### config.mk
export PLATFORM = sky130hd
export DESIGN_NAME = book_price_tracker
export DESIGN_NICKNAME = d
export VERILOG_FILES = /design/src/rtl/book_price_tracker.sv
export SDC_FILE = /design/constraint.sdc
export NUM_CORES = 2
export LEC_CHECK = 0
export CAP_MARGIN = 40
export CORE_MARGIN = 1
export CORE_UTILIZATION = 65
export CTS_BUF_LIST = sky130_fd_sc_hd__clkbuf_16
export CTS_CLUSTER_SIZE = 25
export DETAILED_ROUTE_END_ITERATION = 6
export GPL_TIMING_DRIVEN = 0
export PLACE_DENSITY_LB_ADDON = 0.3
export SETUP_SLACK_MARGIN = 0.5
export SKIP_LAST_GASP = 1
export SLEW_MARGIN = 20
export SYNTH_ARGS = -nofsm -noshare
export SYNTH_HDL_FRONTEND = slang
export SYNTH_SLANG_ARGS = --single-unit
### constraint.sdc
create_clock -name clk_100mhz -period 10.3 [get_ports clk_100mhz]
set_clock_uncertainty 0.2 [all_clocks]
set_input_delay 2.06 -clock clk_100mhz [delete_from_list [all_inputs] [get_ports clk_100mhz]]
set_output_delay 2.06 -clock clk_100mhz [all_outputs]
set_load 0.02 [all_outputs]
### src/rtl/book_price_tracker.sv
// book_price_tracker
//
// Order book with a per-stock best-price tracker. Up to DEPTH live orders are
// held in a small on-chip table, and the order id of an entry is its index.
// A command (ADD / CANCEL / TRADE) is accepted in IDLE and executed in EXEC.
// The table is then rescanned, one entry per cycle, to rebuild the best bid
// and best ask of the one stock the command touched.
//
// Ports
//   clk_100mhz, reset_n      : system clock, asynchronous active-low reset
//   cmd_valid / cmd_ready    : command handshake (ready only in IDLE)
//   cmd_op                   : 00 ADD, 01 CANCEL, 10 TRADE, 11 reserved
//   cmd_stock/side/price     : new order attributes (ADD)
//   cmd_quantity             : ADD size or TRADE fill size
//   cmd_order_id             : target entry (CANCEL / TRADE)
//   rsp_valid/error/order_id/quantity : one-cycle response
//   best_bid / best_ask      : flattened per-stock best prices
//   bid_present/ask_present  : per-stock "side has a live order"
//   best_price_valid/best_stock : strobe + stock of the last refresh
//   book_full                : every table entry is live
module book_price_tracker #(
    parameter int NUM_STOCKS = 4,
    parameter int DEPTH      = 16,
    parameter int PRICE_W    = 16,
    parameter int QTY_W      = 16,
    parameter int STOCK_W    = $clog2(NUM_STOCKS),
    parameter int ORDER_W    = $clog2(DEPTH)
) (
    input  logic                          clk_100mhz,
    input  logic                          reset_n,
    input  logic                          cmd_valid,
    output logic                          cmd_ready,
    input  logic [1:0]                    cmd_op,
    input  logic [STOCK_W-1:0]            cmd_stock,
    input  logic                          cmd_side,
    input  logic [PRICE_W-1:0]            cmd_price,
    input  logic [QTY_W-1:0]              cmd_quantity,
    input  logic [ORDER_W-1:0]            cmd_order_id,
    output logic                          rsp_valid,
    output logic                          rsp_error,
    output logic [ORDER_W-1:0]            rsp_order_id,
    output logic [QTY_W-1:0]              rsp_quantity,
    output logic [NUM_STOCKS*PRICE_W-1:0] best_bid,
    output logic [NUM_STOCKS*PRICE_W-1:0] best_ask,
    output logic [NUM_STOCKS-1:0]         bid_present,
    output logic [NUM_STOCKS-1:0]         ask_present,
    output logic                          best_price_valid,
    output logic [STOCK_W-1:0]            best_stock,
    output logic                          book_full
);

    localparam logic [1:0] OP_ADD    = 2'b00;
    localparam logic [1:0] OP_CANCEL = 2'b01;
    localparam logic [1:0] OP_TRADE  = 2'b10;
    localparam logic [ORDER_W-1:0] LAST_IDX = ORDER_W'(DEPTH - 1);

    typedef enum logic [1:0] {IDLE, EXEC, SCAN} state_t;

    state_t state_reg;

    // Captured command
    logic [1:0]         op_reg;
    logic [STOCK_W-1:0] stock_reg;
    logic               side_reg;
    logic [PRICE_W-1:0] price_reg;
    logic [QTY_W-1:0]   qty_reg;
    logic [ORDER_W-1:0] id_reg;

    // Order table
    logic [DEPTH-1:0]   entry_valid_reg;
    logic [DEPTH-1:0]   entry_side_reg;
    logic [STOCK_W-1:0] entry_stock_reg [DEPTH];
    logic [PRICE_W-1:0] entry_price_reg [DEPTH];
    logic [QTY_W-1:0]   entry_qty_reg   [DEPTH];

    // Scan state and the response held back until the scan completes
    logic [ORDER_W-1:0] scan_idx_reg;
    logic [STOCK_W-1:0] scan_stock_reg;
    logic [PRICE_W-1:0] bid_acc_reg;
    logic [PRICE_W-1:0] ask_acc_reg;
    logic               bid_found_reg;
    logic               ask_found_reg;
    logic [ORDER_W-1:0] pend_id_reg;
    logic [QTY_W-1:0]   pend_qty_reg;

    // Per-stock published results
    logic [PRICE_W-1:0] best_bid_reg [NUM_STOCKS];
    logic [PRICE_W-1:0] best_ask_reg [NUM_STOCKS];
    logic [NUM_STOCKS-1:0] bid_present_reg;
    logic [NUM_STOCKS-1:0] ask_present_reg;

    assign cmd_ready = (state_reg == IDLE);
    assign book_full = &entry_valid_reg;

    // Lowest-index free entry for ADD
    logic [ORDER_W-1:0] free_idx;
    always_comb begin
        free_idx = '0;
        for (int i = DEPTH - 1; i >= 0; i--) begin
            if (!entry_valid_reg[i]) free_idx = ORDER_W'(i);
        end
    end

    // Target entry lookup and EXEC validation
    logic               id_in_range;
    logic               target_valid;
    logic [QTY_W-1:0]   target_qty;
    logic [STOCK_W-1:0] target_stock;
    logic               stock_bad;
    logic               exec_error;

    always_comb begin
        id_in_range  = int'(id_reg) < DEPTH;
        target_valid = id_in_range && entry_valid_reg[id_reg];
        target_qty   = entry_qty_reg[id_reg];
        target_stock = entry_stock_reg[id_reg];
        stock_bad    = int'(stock_reg) >= NUM_STOCKS;
        case (op_reg)
            OP_ADD:    exec_error = book_full || (qty_reg == '0) || stock_bad;
            OP_CANCEL: exec_error = !target_valid;
            OP_TRADE:  exec_error = !target_valid || (qty_reg == '0);
            default:   exec_error = 1'b1;
        endcase
    end

    // Scan step: fold the current entry into the running max-bid / min-ask.
    logic               scan_hit;
    logic               scan_side;
    logic [PRICE_W-1:0] scan_price;
    logic [PRICE_W-1:0] bid_next;
    logic [PRICE_W-1:0] ask_next;
    logic               bid_found_next;
    logic               ask_found_next;
    logic               publish;

    always_comb begin
        scan_side      = entry_side_reg[scan_idx_reg];
        scan_price     = entry_price_reg[scan_idx_reg];
        scan_hit       = entry_valid_reg[scan_idx_reg] &&
                         (entry_stock_reg[scan_idx_reg] == scan_stock_reg);
        bid_next       = (scan_hit && !scan_side && scan_price > bid_acc_reg) ? scan_price : bid_acc_reg;
        ask_next       = (scan_hit &&  scan_side && scan_price < ask_acc_reg) ? scan_price : ask_acc_reg;
        bid_found_next = bid_found_reg | (scan_hit & !scan_side);
        ask_found_next = ask_found_reg | (scan_hit &  scan_side);
        publish        = (state_reg == SCAN) && (scan_idx_reg == LAST_IDX);
    end

    always_ff @(posedge clk_100mhz or negedge reset_n) begin
        if (!reset_n) begin
            state_reg        <= IDLE;
            op_reg           <= '0;
            stock_reg        <= '0;
            side_reg         <= 1'b0;
            price_reg        <= '0;
            qty_reg          <= '0;
            id_reg           <= '0;
            entry_valid_reg  <= '0;
            entry_side_reg   <= '0;
            for (int i = 0; i < DEPTH; i++) begin
                entry_stock_reg[i] <= '0;
                entry_price_reg[i] <= '0;
                entry_qty_reg[i]   <= '0;
            end
            scan_idx_reg     <= '0;
            scan_stock_reg   <= '0;
            bid_acc_reg      <= '0;
            ask_acc_reg      <= '1;
            bid_found_reg    <= 1'b0;
            ask_found_reg    <= 1'b0;
            pend_id_reg      <= '0;
            pend_qty_reg     <= '0;
            rsp_valid        <= 1'b0;
            rsp_error        <= 1'b0;
            rsp_order_id     <= '0;
            rsp_quantity     <= '0;
            best_price_valid <= 1'b0;
            best_stock       <= '0;
        end else begin
            rsp_valid        <= 1'b0;
            best_price_valid <= 1'b0;
            case (state_reg)
                IDLE: begin
                    if (cmd_valid) begin
                        op_reg    <= cmd_op;
                        stock_reg <= cmd_stock;
                        side_reg  <= cmd_side;
                        price_reg <= cmd_price;
                        qty_reg   <= cmd_quantity;
                        id_reg    <= cmd_order_id;
                        state_reg <= EXEC;
                    end
                end
                EXEC: begin
                    if (exec_error) begin
                        // Rejected: table untouched, respond now, no rescan.
                        rsp_valid    <= 1'b1;
                        rsp_error    <= 1'b1;
                        rsp_order_id <= id_reg;
                        rsp_quantity <= '0;
                        state_reg    <= IDLE;
                    end else begin
                        case (op_reg)
                            OP_ADD: begin
                                entry_valid_reg[free_idx] <= 1'b1;
                                entry_side_reg[free_idx]  <= side_reg;
                                entry_stock_reg[free_idx] <= stock_reg;
                                entry_price_reg[free_idx] <= price_reg;
                                entry_qty_reg[free_idx]   <= qty_reg;
                                pend_id_reg               <= free_idx;
                                pend_qty_reg              <= qty_reg;
                                scan_stock_reg            <= stock_reg;
                            end
                            OP_CANCEL: begin
                                entry_valid_reg[id_reg] <= 1'b0;
                                pend_id_reg             <= id_reg;
                                pend_qty_reg            <= '0;
                                scan_stock_reg          <= target_stock;
                            end
                            default: begin
                                // TRADE: a fill at or above the resting size removes the order.
                                if (qty_reg >= target_qty) begin
                                    entry_valid_reg[id_reg] <= 1'b0;
                                    pend_qty_reg            <= '0;
                                end else begin
                                    entry_qty_reg[id_reg] <= target_qty - qty_reg;
                                    pend_qty_reg          <= target_qty - qty_reg;
                                end
                                pend_id_reg    <= id_reg;
                                scan_stock_reg <= target_stock;
                            end
                        endcase
                        scan_idx_reg  <= '0;
                        bid_acc_reg   <= '0;
                        ask_acc_reg   <= '1;
                        bid_found_reg <= 1'b0;
                        ask_found_reg <= 1'b0;
                        state_reg     <= SCAN;
                    end
                end
                SCAN: begin
                    bid_acc_reg   <= bid_next;
                    ask_acc_reg   <= ask_next;
                    bid_found_reg <= bid_found_next;
                    ask_found_reg <= ask_found_next;
                    if (publish) begin
                        rsp_valid        <= 1'b1;
                        rsp_error        <= 1'b0;
                        rsp_order_id     <= pend_id_reg;
                        rsp_quantity     <= pend_qty_reg;
                        best_price_valid <= 1'b1;
                        best_stock       <= scan_stock_reg;
                        state_reg        <= IDLE;
                    end else begin
                        scan_idx_reg <= scan_idx_reg + 1'b1;
                    end
                end
                default: state_reg <= IDLE;
            endcase
        end
    end

    // Only the scanned stock's slot is rewritten; other stocks hold.
    generate
        for (genvar gi = 0; gi < NUM_STOCKS; gi++) begin : g_stock
            always_ff @(posedge clk_100mhz or negedge reset_n) begin
                if (!reset_n) begin
                    best_bid_reg[gi]    <= '0;
                    best_ask_reg[gi]    <= '1;
                    bid_present_reg[gi] <= 1'b0;
                    ask_present_reg[gi] <= 1'b0;
                end else if (publish && (scan_stock_reg == STOCK_W'(gi))) begin
                    // An empty side naturally leaves the accumulator at 0 / all ones.
                    best_bid_reg[gi]    <= bid_next;
                    best_ask_reg[gi]    <= ask_next;
                    bid_present_reg[gi] <= bid_found_next;
                    ask_present_reg[gi] <= ask_found_next;
                end
            end
            assign best_bid[gi*PRICE_W +: PRICE_W] = best_bid_reg[gi];
            assign best_ask[gi*PRICE_W +: PRICE_W] = best_ask_reg[gi];
            assign bid_present[gi] = bid_present_reg[gi];
            assign ask_present[gi] = ask_present_reg[gi];
        end
    endgenerate

endmodule

== Word-level counts from Yosys, hierarchy flattened ==
Index checks and enable logic that the tools add are counted.
Operators by class
  reductions and logical operators: 35
  $add $sub $neg: 2
  muxes and demuxes: 87
  bitwise logic cells: 12
  equal/unequal tests: 15
  order comparisons: 13
Operator list (number)
  256-bit bitwise mux: 3
  256-bit one-hot mux with 2 select lines: 1
  256-bit 2-to-1 mux: 1
  16-bit 2-to-1 mux: 14
  16-bit one-hot mux with 2 select lines: 5
  16-bit binary-select mux with 4-bit select: 2
  16-bit demux with 4-bit select: 2
  4-bit 2-to-1 mux: 21
  32-bit bitwise mux: 1
  2-bit 2-to-1 mux: 9
  16-bit bitwise AND: 1
  2-bit binary-select mux with 4-bit select: 2
  16-bit bitwise mux: 1
  16-bit greater-or-equal comparator: 1
  16-bit greater-than comparator: 1
  16-bit logical NOT: 1
  16-bit less-than comparator: 1
  16-bit inverter: 1
  16-bit OR: 1
  4-bit one-hot mux with 2 select lines: 2
  16-bit AND reduction: 1
  16-bit subtractor: 1
  5-bit greater-or-equal comparator, second input constant: 3
  4-bit by 5-bit less-than comparator with 1-bit output, second input constant: 3
  other kinds (29): 85
Storage, ports and cells
  register bits after elaboration: 840
  word-level logic and storage cells: 251

== Logic depth before layout (Yosys ltp) ==
  depth in word-level cells: 23
  gate-level depth with buffers: 18
  gate-level depth less buffers: 14

== Least setup slack after synthesis ==
Ideal clock, no wire load.
  path kind: reg2reg
  start: register id_reg[0]
  end: register entry_qty_reg[181] (netlist name)
  library setup time: 0.125 ns
  period minus slack after synthesis: 5.477 ns
  slack: 4.823 ns
  stages on the path, launching flop included: 16
  arrival time: 5.153 ns
  path through: dfrtp_1 > clkbuf_1 > buf_1 > buf_1 > mux4_2 > mux4_2 > ha_1 > clkbuf_1 > nand4_1 > o41ai_1 > a2bb2oi_2 > buf_2 > o22ai_1 > nand2_1 > buf_4 > mux2_2
On the way
  longest elaborated chain between the ends: 8
  elaborated cells between the ends (all ways): 22
  classes of those cells: add/sub: 1; order compare: 3; eq/ne: 1; mux: 11; bitwise: 2; reduce/logical: 4
RTL lines
  from (decl): RTL line 67  | logic [ORDER_W-1:0] id_reg;
  from (signal assigned): RTL line 189  | id_reg <= cmd_order_id;
  4-bit inverter with 5-bit output (not written as such): RTL line 115, 225
  16-bit binary-select mux with 4-bit select, or another cell as far along: RTL line 115  | target_qty = entry_qty_reg[id_reg];
  16-bit 2-to-1 mux (not written as such) or 1-bit logical AND (tied branches): RTL line 115, 225
  16-bit 2-to-1 mux, on equally long branches: RTL line 115, 225
  16-bit subtractor or 16-bit demux with 4-bit select (tied branches): RTL line 225  | entry_qty_reg[id_reg] <= target_qty - qty_reg;
  256-bit bitwise mux: RTL line 225
  256-bit 2-to-1 mux: RTL line 221  | if (qty_reg >= target_qty) begin
  256-bit one-hot mux with 2 select lines: RTL line 202  | case (op_reg)
  to (signal, indexed assignment): RTL line 208  | entry_qty_reg[free_idx] <= qty_reg;
  to (signal, indexed assignment): RTL line 225
  to (decl): RTL line 74  | logic [QTY_W-1:0] entry_qty_reg [DEPTH];
Several ways; a longest one is shown, not always the timed one. The select of a mux whose other input is x is not followed.
A chain may end at the register's enable or synchronous reset.

== Final worst setup path ==
  start: register id_reg[0]
  end: register entry_qty_reg[188] (netlist name)
The elaborated chain is that of the path after synthesis.

==> flow_summary_export.csv <==
group,metric,value,unit
setup_path,end_kind,"register",
setup_path,cp_data_required_time,10.63,ns
setup_path,reg2reg_depth,17,
status,outcome,"completed",
synth,syn-instance-count,3295,
setup_path,reg2reg_from,"id_reg[0]",
clock_tree,ctsResizeCount,0,
placement,portBuffers,206,
clock_tree,cts_root_buf,"clkbuf_16",
route,highest_layer,"met5",
floorplan,initial_core_util,0.6571,
synth,netlist_top_cells_area,"dfrtp_1 (46%), mux2_2 (16%), mux4_2 (7.4%)",
synth,synth_top_flop_cell,"dfrtp_1",
clock_tree,htreeDepth,3,
clock_tree,cts_sinks,840,
route,avgViaCountPerCell,6.945,
clock_tree,clkTransAtPathRegs,0.07,ns
clock_tree,clockBufferDepth,3,
grt,grt_overflow_total,0,
clock_tree,insertion_delay,0.65,ns
synth,synth_compound_area_frac,0.1111,
synth,synth.top_cell.area_share,0.4597,
route,ant_nets,0,
synth,avgSynthCellArea,12.56,um^2
clock_tree,post_cts_buffers,0,
setup_path,start_kind,"register",
route,wl,130200,um
hold_path,hold_path_class,"reg2reg",
synth,ys_ff_latch,840,
sta,finalCritPeriodShare,0.6655,
finish,fillers,3892,
floorplan,die_h,254.3,um
synth,yosys.area_share.simple,0.05528,
route,drcViolationCount,0,
route,route.met2.wl,59730,um
sta,fmax,0.1459,GHz
placement,place.gp.congestion,1.045,
grt,grtUsageTotal,0.4072,
synth,seq_area_frac_synth,0.5105,
power,power.leakage,21.64,nW
power,p_per_area,240.9,nW/um^2
hold_path,hold_end,"best_ask[48]",
synth,synthTopCellsByCount,"dfrtp_1 (760), mux2_2 (583), nand2_1 (193), nor2_1 (168), o22ai_1 (157)",
finish,nets,3757,
job,maxCapViolations,0,
grt,grt_max_degree,109,
synth,synth_fa_ha_area_frac,0.01591,
floorplan,design.die.area,64660,um^2
floorplan,core_area,62970,um^2
sta,setup_viol,0,
floorplan,rows,92,
finish,diodes,0,
synth,synth_warnings,0,
route,drt-met1-wl,49230,um
sta,relSlewSlack,0.3386,
sta,slew_violations,0,
sta,worst_pin_slew,0.9921,ns
route,vias,31820,
sta,rsz0062_at_grt,"no",
synth,syn-num-nets,3391,
floorplan,io_pins,207,
synth,yosysTopAreaCell,"dfrtp_1",
finish,syn_to_final_growth,16.37,%
setup_path,cp.arrival,7.18,ns
hold_path,worstHoldStart,"best_ask[48]",
sta,holdWs,0.2796,ns
synth,synth_top_family_by_area,"multiplexers",
grt,antenna_found_initial,4,
setup_path,ff2ff_setup_slack,3.45,ns
route,dr_wl_met3,15910,um
power,worst_ir_drop_vdd,0.0001541,V
synth,synth_xor_area_frac,0.006351,
clock_tree,numCtsBuffers,87,
synth,synthMuxAreaShare,0.2667,
synth,synth_edf_count,0,
synth,synth.most_common_cell,"dfrtp_1",
clock_tree,cts_tree,"done",
sta,tns,0,ns
setup_path,crit_fanout,10,
hold_path,worstHoldPathCells,2,
setup_path,crit_type,"reg2reg",
placement,hpwl,95200,um
grt,grt_pass1_wl,196600,um
synth,syn_area,41370,um^2
finish,drive_gt1_frac,0.3017,
clock_tree,hold_buffers,0,
route,wl_per_cell,28.41,um
route,first_pass_iters,7,
sta,hold_viol,0,
sta,fin_crit,6.855,ns
floorplan,die_w,254.3,um
synth,ys_types,79,
grt,first_global_vias,32280,
synth,async_reset_ff_frac,1.000,
setup_path,r2r_end,"entry_qty_reg[188]",
route,drtIter0Drc,3860,
## worst max-delay path, stage by stage (launching register included)
cell and delay [ns]:
dfrtp_1 0.32, clkbuf_1 0.28, buf_1 0.43, buf_6 0.27, buf_1 0.37, buf_6 0.24, mux4_2 0.58, mux4_2 0.53
fa_1 0.47, a21o_1 0.27, a221oi_1 0.39, nor2_1 0.26, a2bb2oi_2 0.60, buf_2 0.42, o22ai_1 0.11, nand2_1 0.33
buf_4 0.28, mux2_2 0.36
## final cells by class
cell class              count  area, um^2  area share
plain buffers             253        1161     0.02412
repair buffers            277        2828     0.05873
clock buffers              92        2302     0.04782
multi-input cells        2133       18850      0.3916
flip-flops and latches    840       21120      0.4387
inverters                  69       259.0    0.005379
well taps                 846        1059     0.02199
clock inverters            72       564.3     0.01172
## report_power, final
part           internal (mW)  switching, mW
clock                   1.80           1.37
sequential              3.63          0.335
combinational           1.51           2.96
## layer usage
| metal | vias up | global-route usage |
|---|---|---|
| met5 | - | 0 |
| met4 | 8 | 0.1685 |
| met3 | 378 | 0.1179 |
| met2 | 2152 | 0.6273 |
| met1 | 16190 | 0.5452 |
| li1 | 13090 | - |
## worst max path at each step
stage / slack (ns) / startpoint / cells past startpoint / endpoint
final: 3.45 / id_reg[0] / 17 / entry_qty_reg[188]
after CTS: 3.58 / id_reg[1] / 15 / entry_qty_reg[183]
after global routing: 3.17 / id_reg[0] / 17 / entry_qty_reg[183]
after global placement: -28.13 / reset_n / 1 / entry_qty_reg[138]
after detailed placement: 3.60 / id_reg[1] / 15 / entry_qty_reg[183]
after floorplan: 4.82 / id_reg[0] / 15 / entry_qty_reg[181]
## through the flow
| stage | worst slack, ns | cell area [um^2] | cells | total power, mW | util |
|---|---|---|---|---|---|
| finish | 3.445 | 48150 | 4582 | 11.60 | 0.7646 |
| global route | 3.175 | 48150 | 4582 | 11.94 | 0.7646 |
| CTS | 3.582 | 47940 | 4555 | 11.28 | 0.7613 |
| detailed placement | 3.603 | 45070 | 4391 | 8.135 | 0.7158 |
| global placement | -28.13 | 44490 | 4347 | 7.871 | 0.7066 |
| floorplan | 4.823 | 41370 | 3295 | 6.493 | - |
## cells by family after synthesis
logic type,Yosys count
flops,840
mux,834
compound gates,707
simple gates,510
buf+inv,322
fa+ha+maj,52
xor+xnor,30
## cells in the final DEF (no fill, tap or decap), types with 34 or more instances in the layout
cell type        instances
o22ai_1                157
inv_1                   83
dfstp_2                 80
mux2i_1                 71
nor2_1                 168
nand2_1                193
dfrtp_1                760
clkbuf_1               134
o21ai_0                118
buf_4                   35
a22oi_1                129
a221oi_1                34
ha_1                    51
mux4_2                 136
clkdlybuf4s50_1        205
a21oi_1                140
mux2_2                 583
buf_2                   80
clkbuf_16               92
No activity file was read; power rests on OpenSTA's default activity.
